==> src/rtl/ad7352_rx.sv <==
// Receiver for the dual AD7352 pair: drives the shared chip select and deserialises
// vcap/icap/vout/iout into a registered sample set with a one-cycle valid strobe.
module ad7352_rx #(
  parameter int unsigned FRAME_CYCLES = 16,
  parameter int unsigned QUIET_CYCLES = 2,
  parameter int unsigned CHECK_LEAD   = 1
) (
  input  logic        clk,
  input  logic        reset,
  input  logic        enable,
  output logic        ad_cs,
  input  logic [1:0]  ad_sdata_a,
  input  logic [1:0]  ad_sdata_b,
  output logic [11:0] vcap,
  output logic [11:0] icap,
  output logic [11:0] vout,
  output logic [11:0] iout,
  output logic        sample_valid,
  output logic        frame_err,
  output logic        busy
);

  localparam int unsigned QuietEff = (QUIET_CYCLES < 1) ? 1 : QUIET_CYCLES;
  localparam int unsigned CntW     = $clog2(FRAME_CYCLES);
  localparam int unsigned QCntW    = (QuietEff > 1) ? $clog2(QuietEff) : 1;

  localparam logic [CntW-1:0]  CntLead  = CntW'(1);
  localparam logic [CntW-1:0]  CntFirst = CntW'(2);
  localparam logic [CntW-1:0]  CntLast  = CntW'(13);
  localparam logic [CntW-1:0]  CntEnd   = CntW'(FRAME_CYCLES - 1);
  localparam logic [QCntW-1:0] QCntEnd  = QCntW'(QuietEff - 1);

  typedef enum logic [1:0] {StIdle, StConv, StQuiet} state_e;

  state_e           state_q;
  logic [CntW-1:0]  cnt_q;
  logic [QCntW-1:0] qcnt_q;
  logic             lead_q;
  logic [11:0]      sh_vcap_q, sh_icap_q, sh_vout_q, sh_iout_q;

  always_ff @(posedge clk or negedge reset) begin
    if (!reset) begin
      state_q      <= StIdle;
      cnt_q        <= '0;
      qcnt_q       <= '0;
      lead_q       <= 1'b0;
      sh_vcap_q    <= '0;
      sh_icap_q    <= '0;
      sh_vout_q    <= '0;
      sh_iout_q    <= '0;
      ad_cs        <= 1'b1;
      busy         <= 1'b0;
      vcap         <= '0;
      icap         <= '0;
      vout         <= '0;
      iout         <= '0;
      sample_valid <= 1'b0;
      frame_err    <= 1'b0;
    end else begin
      sample_valid <= 1'b0;
      frame_err    <= 1'b0;
      case (state_q)
        StIdle: begin
          if (enable) begin
            state_q <= StConv;
            ad_cs   <= 1'b0;
            busy    <= 1'b1;
            cnt_q   <= '0;
          end
        end
        StConv: begin
          cnt_q <= cnt_q + 1'b1;
          // Data lines are only sampled inside the capture window, so X outside it is harmless.
          if (cnt_q == CntLead) begin
            lead_q <= |{ad_sdata_a, ad_sdata_b};
          end
          if (cnt_q >= CntFirst && cnt_q <= CntLast) begin
            sh_vcap_q <= {sh_vcap_q[10:0], ad_sdata_b[1]};
            sh_icap_q <= {sh_icap_q[10:0], ad_sdata_b[0]};
            sh_vout_q <= {sh_vout_q[10:0], ad_sdata_a[1]};
            sh_iout_q <= {sh_iout_q[10:0], ad_sdata_a[0]};
          end
          // Outputs load straight from the final bit so they are valid the cycle after cnt=13.
          if (cnt_q == CntLast) begin
            if ((CHECK_LEAD != 0) && lead_q) begin
              frame_err <= 1'b1;
            end else begin
              vcap         <= {sh_vcap_q[10:0], ad_sdata_b[1]};
              icap         <= {sh_icap_q[10:0], ad_sdata_b[0]};
              vout         <= {sh_vout_q[10:0], ad_sdata_a[1]};
              iout         <= {sh_iout_q[10:0], ad_sdata_a[0]};
              sample_valid <= 1'b1;
            end
          end
          if (cnt_q == CntEnd) begin
            state_q <= StQuiet;
            ad_cs   <= 1'b1;
            busy    <= 1'b0;
            qcnt_q  <= '0;
          end
        end
        StQuiet: begin
          if (qcnt_q == QCntEnd) begin
            if (enable) begin
              state_q <= StConv;
              ad_cs   <= 1'b0;
              busy    <= 1'b1;
              cnt_q   <= '0;
            end else begin
              state_q <= StIdle;
            end
          end else begin
            qcnt_q <= qcnt_q + 1'b1;
          end
        end
        default: begin
          state_q <= StIdle;
          ad_cs   <= 1'b1;
          busy    <= 1'b0;
        end
      endcase
    end
  end

endmodule

==> config.mk <==
export PLATFORM = sky130hd
export DESIGN_NAME = ad7352_rx
export DESIGN_NICKNAME = d
export VERILOG_FILES = /design/src/rtl/ad7352_rx.sv
export SDC_FILE = /design/constraint.sdc
export NUM_CORES = 1
export LEC_CHECK = 0
export CORE_MARGIN = 4
export CORE_UTILIZATION = 50
export CTS_CLUSTER_DIAMETER = 120
export DETAILED_ROUTE_END_ITERATION = 8
export PLACE_DENSITY = 0.74
export SKIP_LAST_GASP = 1
export SLEW_MARGIN = 20
export SYNTH_ARGS = -nofsm -noshare
export SYNTH_HDL_FRONTEND = slang
export SYNTH_SLANG_ARGS = --single-unit
==> constraint.sdc <==
create_clock -name clk -period 2.5 [get_ports clk]
set_clock_uncertainty 0.15 [all_clocks]
set_input_delay 0.375 -clock clk [delete_from_list [all_inputs] [get_ports clk]]
set_output_delay 0.375 -clock clk [all_outputs]
set_load 0.02 [all_outputs]
# Word level (Yosys, flattened, before mapping)
# Cells that the tools add are included.
dict set report totals {
  reg_bits 104
  out_inout_bits 52
  wordCells 65
}
dict set report classes {
  add_sub_neg 2
  magnitude_cmp 2
  n_eq_ne 8
  mux 24
  n_bitwise 1
  reduce_logical 12
}
# op n
set op_table {}
lappend op_table {{$mux W1} 14}
lappend op_table {{$pmux W4 S3} 1}
lappend op_table {{$reduce_and A2 Y1} 5}
lappend op_table {{$eq A4 B4 Y1 const B} 2}
lappend op_table {{$mux W4} 2}
lappend op_table {{$mux W2} 3}
lappend op_table {{$ne A2 B2 Y1 const B} 3}
lappend op_table {{$pmux W1 S3} 2}
lappend op_table {{$pmux W2 S3} 1}
lappend op_table {{$reduce_and A3 Y1} 2}
lappend op_table {{$add A4 B1 Y4 const B} 1}
lappend op_table {{$eq A4 B1 Y1 const B} 1}
lappend op_table {{$ge A4 B2 Y1 const B} 1}
lappend op_table {{$le A4 B4 Y1 const B} 1}
lappend op_table {{$reduce_or A4 Y1} 1}
lappend op_table {{$reduce_bool A3 Y1} 1}
lappend op_table {{$eq A2 B1 Y1 const B} 1}
lappend op_table {{$eq A2 B2 Y1 const B} 1}
lappend op_table {{$logic_not A2 Y1} 1}
lappend op_table {{$pmux W1 S2} 1}
lappend op_table {{$reduce_bool A2 Y1} 1}
lappend op_table {{$add A1 B1 Y1 const B} 1}
lappend op_table {{$logic_and A1 B1 Y1} 1}
lappend op_table {{$not A1 Y1} 1}

# Logic depth before layout (Yosys ltp)
# Gate-level depths: netlist of the first run.
dict set report depth {
  depth_word 3
  mapped_depth 7
  depth_no_buf 5
}

# Worst setup path after synthesis of the first run
# OpenSTA, ideal clock, no wires.
dict set report synth_path {
  path_type {register -> register}
  startpoint {register cnt_q[1]}
  endpoint {register sh_vout_q[1]}
  arrival_time_ns 1.703
  setup_slack_ns 0.522
  stages_incl_launch_ff 7
  n_path_buf 1
  synth_period_minus_slack_ns 1.978
  cell_sequence {dfrtp_1 -> inv_1 -> ha_1 -> and4bb_2 -> nor3_4 -> buf_6 -> mux2_2}
}
dict set report synth_between {
  elab_chain_len 3
  elab_cells_between_ends 4
}
# item line_no
set synth_lines {}
lappend synth_lines {{start, declared} 36} ;# logic [CntW-1:0] cnt_q;
lappend synth_lines {{start signal, assigned} 72} ;# cnt_q <= cnt_q + 1'b1;
lappend synth_lines {{$ge A4 B2 Y1 or $le A4 B4 Y1 (tied branches)} 77} ;# if (cnt_q >= CntFirst && cnt_q <= CntLast) begin
lappend synth_lines {{$logic_and A1 B1 Y1 *} 77}
lappend synth_lines {{$reduce_and A2 Y1 (no line) *} --}
lappend synth_lines {{end signal, assigned} 80} ;# sh_vout_q <= {sh_vout_q[10:0], ad_sdata_a[1]};
lappend synth_lines {{end, declared} 39} ;# logic [11:0] sh_vcap_q, sh_icap_q, sh_vout_q, sh_iout_q;
# Mark *: on every way between the ends. The rest lies on a longest branch, timed or not.
# A chain may end at the register's enable or synchronous reset.

# Final worst setup path of the first run
dict set report layout_path {
  startpoint {register cnt_q[0]}
  endpoint {register sh_vcap_q[7]}
}
dict set report layout_between {
  elab_chain_len 3
  elab_cells_between_ends 4
}
# item line_no
set layout_lines {}
lappend layout_lines {{$ge A4 B2 Y1 or $le A4 B4 Y1 (tied branches)} 77}
lappend layout_lines {{$logic_and A1 B1 Y1 *} 77}
lappend layout_lines {{$reduce_and A2 Y1 (no line) *} --}
lappend layout_lines {{end signal, assigned} 78} ;# sh_vcap_q <= {sh_vcap_q[10:0], ad_sdata_b[1]};
lappend layout_lines {{end, declared} 39}
# Marks and branches as above.

==> metrics.json, run 1 <==
{
  "logic_synthesis": {
    "netlist_area_um2": 4106,
    "synthCells": 261,
    "yosysTopAreaCell": "sky130_fd_sc_hd__dfrtp_1",
    "synth_top_area_share_pct": 62.77,
    "postSynth.topFlopCell": "sky130_fd_sc_hd__dfrtp_1",
    "count_of_flip_flops_with_a_built_in_enable_after_synthesis": 0,
    "synth_top_cells_by_area": "sky130_fd_sc_hd__dfrtp_1, sky130_fd_sc_hd__mux2_2, sky130_fd_sc_hd__mux2_1, sky130_fd_sc_hd__ha_1, sky130_fd_sc_hd__buf_6",
    "post_synthesis_sequential_element_count": 104,
    "async_flop_share_pct": 100.0,
    "synth.yosys.warnings": 0,
    "synth_seq_area_share_pct": 63.41,
    "syn-mean-instance-area_um2": 15.73,
    "yosysUniqueCellTypes": 35,
    "net_count_of_the_mapped_netlist": 272
  },
  "setup_path": {
    "cp_data_arrival_time_ns": 2.19,
    "critical_path_required_ns": 2.59,
    "crit_fanout": 23,
    "critical_path_startpoint_category": "flop",
    "critical_path_sink_type": "flop",
    "setup.worst_path.class": "flop to flop"
  },
  "sta": {
    "max_freq_mhz": 476.6,
    "hold_viol": 0,
    "rsz_0062_raised_after_global_routing": "no",
    "timing.slew.headroom_pct": 72.05,
    "final_min_period_over_clock_period_pct": 83.92,
    "drv_slew": 0,
    "layout_min_cycle_time_ns": 2.098,
    "tightest_slew_ns": 0.4193,
    "finalSetupTns_ns": 0,
    "setup_failing_eps_final": 0
  },
  "grt": {
    "highest_utilization_routing_layer_at_the_global_route_stage": "met2",
    "grt-ovfl-total": 0,
    "grt_first_pass_wirelength_mm": 11.59,
    "grt_max_degree": 47,
    "groute.layer.met3.usage_pct": 4.176,
    "globalRouteTotalUtil_pct": 14.80,
    "globalRouteMet1Util_pct": 21.04,
    "grt_pass1_vias": 2284,
    "antenna_found_initial": 0,
    "globalRouteMet2Util_pct": 21.89
  },
  "die": {
    "floorplan.core_area_um2": 7848,
    "floorplan.die.width_um": 98.63,
    "io_pins": 59,
    "fp.dieH_um": 98.63,
    "design.die.area_um2": 9727,
    "placementRows": 32,
    "floorplan.initialDensity_pct": 52.33
  },
  "placement": {
    "place.detailed.hpwl_mm": 4.564,
    "numPortBuffers": 58,
    "place_congestion": 0.7204
  },
  "flow_run": {
    "max_cap_viol_count": 0
  },
  "finish": {
    "antenna-diode-count": 0,
    "num-nets-final": 335,
    "final_common_cell": "sky130_fd_sc_hd__dfrtp_1",
    "final_layout_size_suffix_gt1_share_pct": 35.26,
    "area_growth_pct": 21.48,
    "nFillCells": 606,
    "mostFrequentLayoutCells": "sky130_fd_sc_hd__dfrtp_1, sky130_fd_sc_hd__mux2_2, sky130_fd_sc_hd__clkdlybuf4s50_1",
    "layout.core_utilization_pct": 63.57
  },
  "routing": {
    "antenna_violating_nets_post_route": 0,
    "drc_errors": 0,
    "drt_iter0_drc": 60,
    "drt_wl_total_mm": 6.812,
    "firstDrtPassIters": 4,
    "final_routed_wire_length_divided_by_cell_count_um": 15.81,
    "routed-via-count": 2272,
    "average_vias_per_placed_instance": 5.271
  },
  "clock_network": {
    "cts_max_path_buffers": 2,
    "cts_root_buffer": "sky130_fd_sc_hd__clkbuf_8",
    "cts_made_buffers": 9,
    "postCtsResizedCells": 0,
    "clkLatencyLatePin_ns": 0.36,
    "clkSinkCount": 104,
    "clock_tree_from_tritoncts": "done",
    "clk_pin_slew_ns": 0.10,
    "clock_tree.htree_level_count": 3
  },
  "power": {
    "static-leakage-power_nw": 2.244,
    "power_per_cell_area_nw_per_um2": 1109,
    "ir_worst_vdd_v": 0.0006202
  },
  "hold_path": {
    "min_path_type": "input port to async pin"
  },
  "status": {
    "status": "complete, no violations"
  }
}
[where the power goes]
part           internal (mW)  total (mW)  switching, mW
clock                  0.397       0.968          0.571
sequential              2.25        2.65          0.397
combinational           1.13        1.92          0.787
total                   3.78        5.53           1.75
[through the flow]
step	hold WS [ns]	area, µm²	total power [mW]	std cells	setup WS [ns]
after detailed placement	0.1906	4797	4.630	414	0.4030
after global placement	0.1886	4797	4.557	414	0.4531
after global routing	0.3441	4989	5.901	431	0.2614
final	0.3311	4989	5.534	431	0.4019
after floorplan	-0.07059	4106	4.107	261	0.5222
after CTS	0.3371	4989	5.607	431	0.3869
[cell usage after synthesis (2+ instances only)]
| library cell | n |
|---|---|
| sky130_fd_sc_hd__o22ai_1 | 3 |
| sky130_fd_sc_hd__buf_2 | 6 |
| sky130_fd_sc_hd__nor3_1 | 2 |
| sky130_fd_sc_hd__a21oi_1 | 3 |
| sky130_fd_sc_hd__o21ai_0 | 3 |
| sky130_fd_sc_hd__ha_1 | 4 |
| sky130_fd_sc_hd__mux2_2 | 88 |
| sky130_fd_sc_hd__a22o_1 | 3 |
| sky130_fd_sc_hd__inv_1 | 6 |
| sky130_fd_sc_hd__mux2_1 | 5 |
| sky130_fd_sc_hd__nand2b_1 | 4 |
| sky130_fd_sc_hd__dfrtp_1 | 103 |
| sky130_fd_sc_hd__buf_4 | 2 |
| sky130_fd_sc_hd__xnor2_1 | 2 |
| sky130_fd_sc_hd__buf_6 | 4 |
| sky130_fd_sc_hd__nand3_1 | 2 |
| sky130_fd_sc_hd__nand2_1 | 3 |
[cells by family after synthesis]
group	count (synthesis)	synth area share, %
buffers and inverters	20	2.955
multiplexers	94	25.75
AND/OR/NAND/NOR	21	3.565
AO/OA/AOI/OAI	16	2.681
XOR/XNOR	2	0.4266
flip-flops	104	63.41
adder cells (fa/ha/maj)	4	1.219
[worst max-delay path, cell delays in order, from the launching register on]
cell	delay, ns
sky130_fd_sc_hd__dfrtp_1	0.46
sky130_fd_sc_hd__inv_1	0.11
sky130_fd_sc_hd__ha_1	0.16
sky130_fd_sc_hd__and4bb_2	0.26
sky130_fd_sc_hd__nor3_4	0.13
sky130_fd_sc_hd__buf_4	0.32
sky130_fd_sc_hd__mux2_2	0.38
[path summary, 6_finish.rpt]
| check | start | end | slack (ns) | cells past startpoint |
|---|---|---|---|---|
| worst max-delay path | cnt_q[0]$_DFFE_PN0P_ | sh_vcap_q[7]$_DFFE_PN0P_ | 0.40 | 6 |
| worst min-delay path | reset | iout[5]$_DFFE_PN0P_ | 0.33 | 2 |
| worst max register to register | cnt_q[0]$_DFFE_PN0P_ | sh_vcap_q[7]$_DFFE_PN0P_ | 0.40 | 6 |
| worst min register to register | sh_vcap_q[10]$_DFFE_PN0P_ | sh_vcap_q[10]$_DFFE_PN0P_ | 0.36 | 1 |
| max in group asynchronous | reset | sh_icap_q[1]$_DFFE_PN0P_ | 1.17 | 3 |
| min in group clk | sh_vcap_q[10]$_DFFE_PN0P_ | sh_vcap_q[10]$_DFFE_PN0P_ | 0.36 | 1 |
[timing repair]
| item | CTS | global route |
|---|---|---|
| endpoints found under the hold margin | 31 | 0 |
| setup buffers | 0 | 0 |
| hold buffers | 1 | 0 |
[sequential cells by signal (all words and copies together) (netlist names)]
name and count:
vout 12, busy 1, sh_iout_q 11, frame_err 1, cnt_q 4, ad_cs 1, iout 12, state_q 2
sh_vout_q 11, sample_valid 1, lead_q 1, vcap 12, qcnt_q 1, icap 12, sh_vcap_q 11, sh_icap_q 11
[routing by layer]
metal / wire [µm] / vias up
met5: 0 / -
met4: 80 / 0
met3: 325 / 9
met2: 3228 / 46
met1: 3178 / 1162
li1: - / 1055
[final cells by class]
cell class | count | area (µm²) | share of cell area [%]
sequential | 104 | 2604 | 52.19
timing repair buffer | 66 | 665.6 | 13.34
inverter | 6 | 22.52 | 0.4515
clock buffer | 11 | 141.4 | 2.834
multi-input combinational | 137 | 1388 | 27.82
tap | 102 | 127.6 | 2.558
clock inverter | 5 | 40.04 | 0.8026
No activity file was read; power rests on OpenSTA's default activity.
==> run 2, diff against run 1 <==
clock period = 2.2 ns   (was 2.5 ns; I/O delays follow)
==> metrics.json, run 2 (synthesis gave the netlist of run 1 again) <==
{
  "status": {
    "status": "complete, no violations"
  },
  "grt": {
    "grt-ovfl-total": {"value": 0, "change": "unchanged"},
    "grt_first_pass_wirelength": {"value": 11.73, "unit": "mm", "change": "+1.3%"},
    "globalRouteTotalUtil": {"value": 15.04, "unit": "%", "change": "+0.25 points"},
    "grt_max_degree": {"value": 43, "change": "-8.5%"},
    "grt_pass1_vias": {"value": 2408, "change": "+5.4%"},
    "antenna_found_initial": {"value": 0, "change": "unchanged"}
  },
  "sta": {
    "tightest_slew": {"value": 0.5142, "unit": "ns", "change": "+0.09486 ns"},
    "drv_slew": {"value": 0, "change": "unchanged"},
    "hold_viol": {"value": 0, "change": "unchanged"},
    "rsz_0062_raised_after_global_routing": "no",
    "timing.slew.headroom": {"value": 65.72, "unit": "%", "change": "-6.3 points"},
    "finalSetupTns": {"value": 0, "unit": "ns", "change": "unchanged"},
    "timing.final.ws_setup": {"value": 0.1670, "unit": "ns", "change": "-0.2350 ns"},
    "setup_failing_eps_final": {"value": 0, "change": "unchanged"},
    "final.hold.worst_slack": {"value": 0.3277, "unit": "ns", "change": "-0.003339 ns"},
    "layout_min_cycle_time": {"value": 2.033, "unit": "ns", "change": "-0.06505 ns"},
    "max_freq": {"value": 491.9, "unit": "MHz", "change": "+3.2%"},
    "final_min_period_over_clock_period": {"value": 92.41, "unit": "%", "change": "+8.5 points"}
  },
  "finish": {
    "layout.core_utilization": {"value": 64.32, "unit": "%", "change": "+0.75 points"},
    "mostFrequentLayoutCells": "sky130_fd_sc_hd__dfrtp_1, sky130_fd_sc_hd__mux2_2, sky130_fd_sc_hd__clkdlybuf4s50_1",
    "final_common_cell": "sky130_fd_sc_hd__dfrtp_1",
    "area_growth_pct": 22.91,
    "final_layout_size_suffix_gt1_share": {"value": 35.56, "unit": "%", "change": "+0.30 points"},
    "antenna-diode-count": {"value": 0, "change": "unchanged"},
    "nFillCells": {"value": 640, "change": "+5.6%"},
    "final_design_area_no_fill": {"value": 5047, "unit": "µm²", "change": "+1.2%"},
    "num-nets-final": {"value": 335, "change": "unchanged"}
  },
  "clock_network": {
    "cts_root_buffer": "sky130_fd_sc_hd__clkbuf_8",
    "clkLatencyLatePin": {"value": 0.36, "unit": "ns", "change": "about the same"},
    "clk_pin_slew": {"value": 0.10, "unit": "ns", "change": "about the same"},
    "clock_tree.htree_level_count": {"value": 3, "change": "unchanged"},
    "postCtsResizedCells": {"value": 0, "change": "unchanged"},
    "cts_made_buffers": {"value": 9, "change": "unchanged"},
    "cts_max_path_buffers": {"value": 2, "change": "unchanged"},
    "clkSinkCount": {"value": 104, "change": "unchanged"},
    "clock_tree_from_tritoncts": "done"
  },
  "die": {
    "placementRows": {"value": 32, "change": "unchanged"},
    "floorplan.core_area": {"value": 7848, "unit": "µm²", "change": "unchanged"},
    "floorplan.initialDensity": {"value": 52.33, "unit": "%", "change": "unchanged"},
    "floorplan.die.width": {"value": 98.63, "unit": "µm", "change": "unchanged"},
    "fp.dieH": {"value": 98.63, "unit": "µm", "change": "unchanged"},
    "io_pins": {"value": 59, "change": "unchanged"},
    "design.die.area": {"value": 9727, "unit": "µm²", "change": "unchanged"}
  },
  "placement": {
    "place_congestion": {"value": 0.7772, "change": "+7.9%"},
    "place.detailed.hpwl": {"value": 4.704, "unit": "mm", "change": "+3.1%"},
    "numPortBuffers": {"value": 58, "change": "unchanged"},
    "placed_cell_area": {"value": 4835, "unit": "µm²", "change": "+0.78%"},
    "pre_cts_ws": {"value": 0.1629, "unit": "ns", "change": "-0.2402 ns"}
  },
  "hold_path": {
    "min_path_type": "input port to async pin"
  },
  "routing": {
    "drt_iter0_drc": {"value": 54, "change": "-10%"},
    "routed-via-count": {"value": 2249, "change": "-1.0%"},
    "antenna_violating_nets_post_route": {"value": 0, "change": "unchanged"},
    "average_vias_per_placed_instance": {"value": 5.218, "change": "-1.0%"},
    "drc_errors": {"value": 0, "change": "unchanged"},
    "drt_wl_total": {"value": 6.772, "unit": "mm", "change": "-0.59%"},
    "final_routed_wire_length_divided_by_cell_count": {"value": 15.71, "unit": "µm", "change": "-0.59%"},
    "firstDrtPassIters": {"value": 4, "change": "unchanged"}
  },
  "setup_path": {
    "critical_path_required": {"value": 2.29, "unit": "ns", "change": "-0.30 ns"},
    "reg2regPathDepth": {"value": 6, "change": "unchanged"},
    "r2r_slack": {"value": 0.17, "unit": "ns", "change": "-0.23 ns"},
    "cp_data_arrival_time": {"value": 2.13, "unit": "ns", "change": "-0.06 ns"},
    "crit_fanout": {"value": 21, "change": "-8.7%"},
    "setup.worst_path.class": "flop to flop",
    "critical_path_sink_type": "flop",
    "critical_path_startpoint_category": "flop"
  },
  "power": {
    "intPower": {"value": 4.419, "unit": "mW", "change": "+17%"},
    "power.sequential.fraction": {"value": 46.8, "unit": "%", "change": "-1.1 points"},
    "power.share.clock": {"value": 17.7, "unit": "%", "change": "+0.2 points"},
    "p_comb_share": {"value": 35.6, "unit": "%", "change": "+1.0 points"},
    "power_per_cell_area": {"value": 1279, "unit": "nW/µm²", "change": "+15%"},
    "power_switching_share": {"value": 31.54, "unit": "%", "change": "-0.16 points"},
    "static-leakage-power": {"value": 2.276, "unit": "nW", "change": "+1.5%"},
    "ir_worst_vdd": {"value": 0.0007281, "unit": "V", "change": "+17%"},
    "power.switching": {"value": 2.036, "unit": "mW", "change": "+16%"}
  },
  "flow_run": {
    "max_cap_viol_count": {"value": 0, "change": "unchanged"}
  }
}
==> run 2: repair_timing <==
action	in CTS	in global routing
hold buffers	1	0
endpoints found under the hold margin	38	0
buffers inserted	0	0
==> run 2: layer usage <==
layer	share of wire (%)	GRT usage, %	up-vias
li1	-	-	1051
met1	47	20.73	1143
met2	47	23.14	45
met3	3.8	3.255	10
met4	1.9	6.618	0
met5	0	0	-
==> run 2: path summary, 6_finish.rpt <==
check / start / to
max reg2reg: cnt_q[1]$_DFFE_PN0P_ / sh_vout_q[4]$_DFFE_PN0P_
max: cnt_q[1]$_DFFE_PN0P_ / sh_vout_q[4]$_DFFE_PN0P_
max in group asynchronous: reset / sh_vout_q[4]$_DFFE_PN0P_
min: reset / iout[3]$_DFFE_PN0P_
min in group clk: vout[0]$_DFFE_PN0P_ / vout[0]$_DFFE_PN0P_
min reg2reg: vout[0]$_DFFE_PN0P_ / vout[0]$_DFFE_PN0P_
==> run 2: area by class of cell <==
cell class	instances	area (µm²)	share of cell area [%]
Multi-Input combinational cell	137	1388	27.49
Tap cell	102	127.6	2.529
Inverter	6	22.52	0.4462
Clock buffer	11	151.4	3.000
Sequential cell	104	2604	51.59
Clock inverter	5	51.30	1.016
Timing Repair Buffer	66	703.2	13.93
==> run 2: critical path, cell delays in order (launching register included) <==
cell	delay (ns)
sky130_fd_sc_hd__dfrtp_1	0.47
sky130_fd_sc_hd__inv_1	0.11
sky130_fd_sc_hd__ha_1	0.16
sky130_fd_sc_hd__and4bb_2	0.24
sky130_fd_sc_hd__nor3_4	0.22
sky130_fd_sc_hd__buf_12	0.21
sky130_fd_sc_hd__mux2_2	0.36
==> run 2: stage by stage <==
| step | cells | power [mW] |
|---|---|---|
| after floorplan | 261 | 4.667 |
| after global placement | 414 | 5.270 |
| after detailed placement | 414 | 5.382 |
| after CTS | 431 | 6.547 |
| after global routing | 431 | 6.870 |
| final | 431 | 6.455 |
==> run 2: power groups by stage <==
stage | Sequential, mW | Clock [mW] | Combinational [mW]
after global placement | 3.03 | 0 | 2.24
after global routing | 3.12 | 1.26 | 2.49
final | 3.02 | 1.14 | 2.29
after detailed placement | 3.06 | 0 | 2.32
after CTS | 3.03 | 1.18 | 2.34
after floorplan | 3.05 | 0 | 1.62
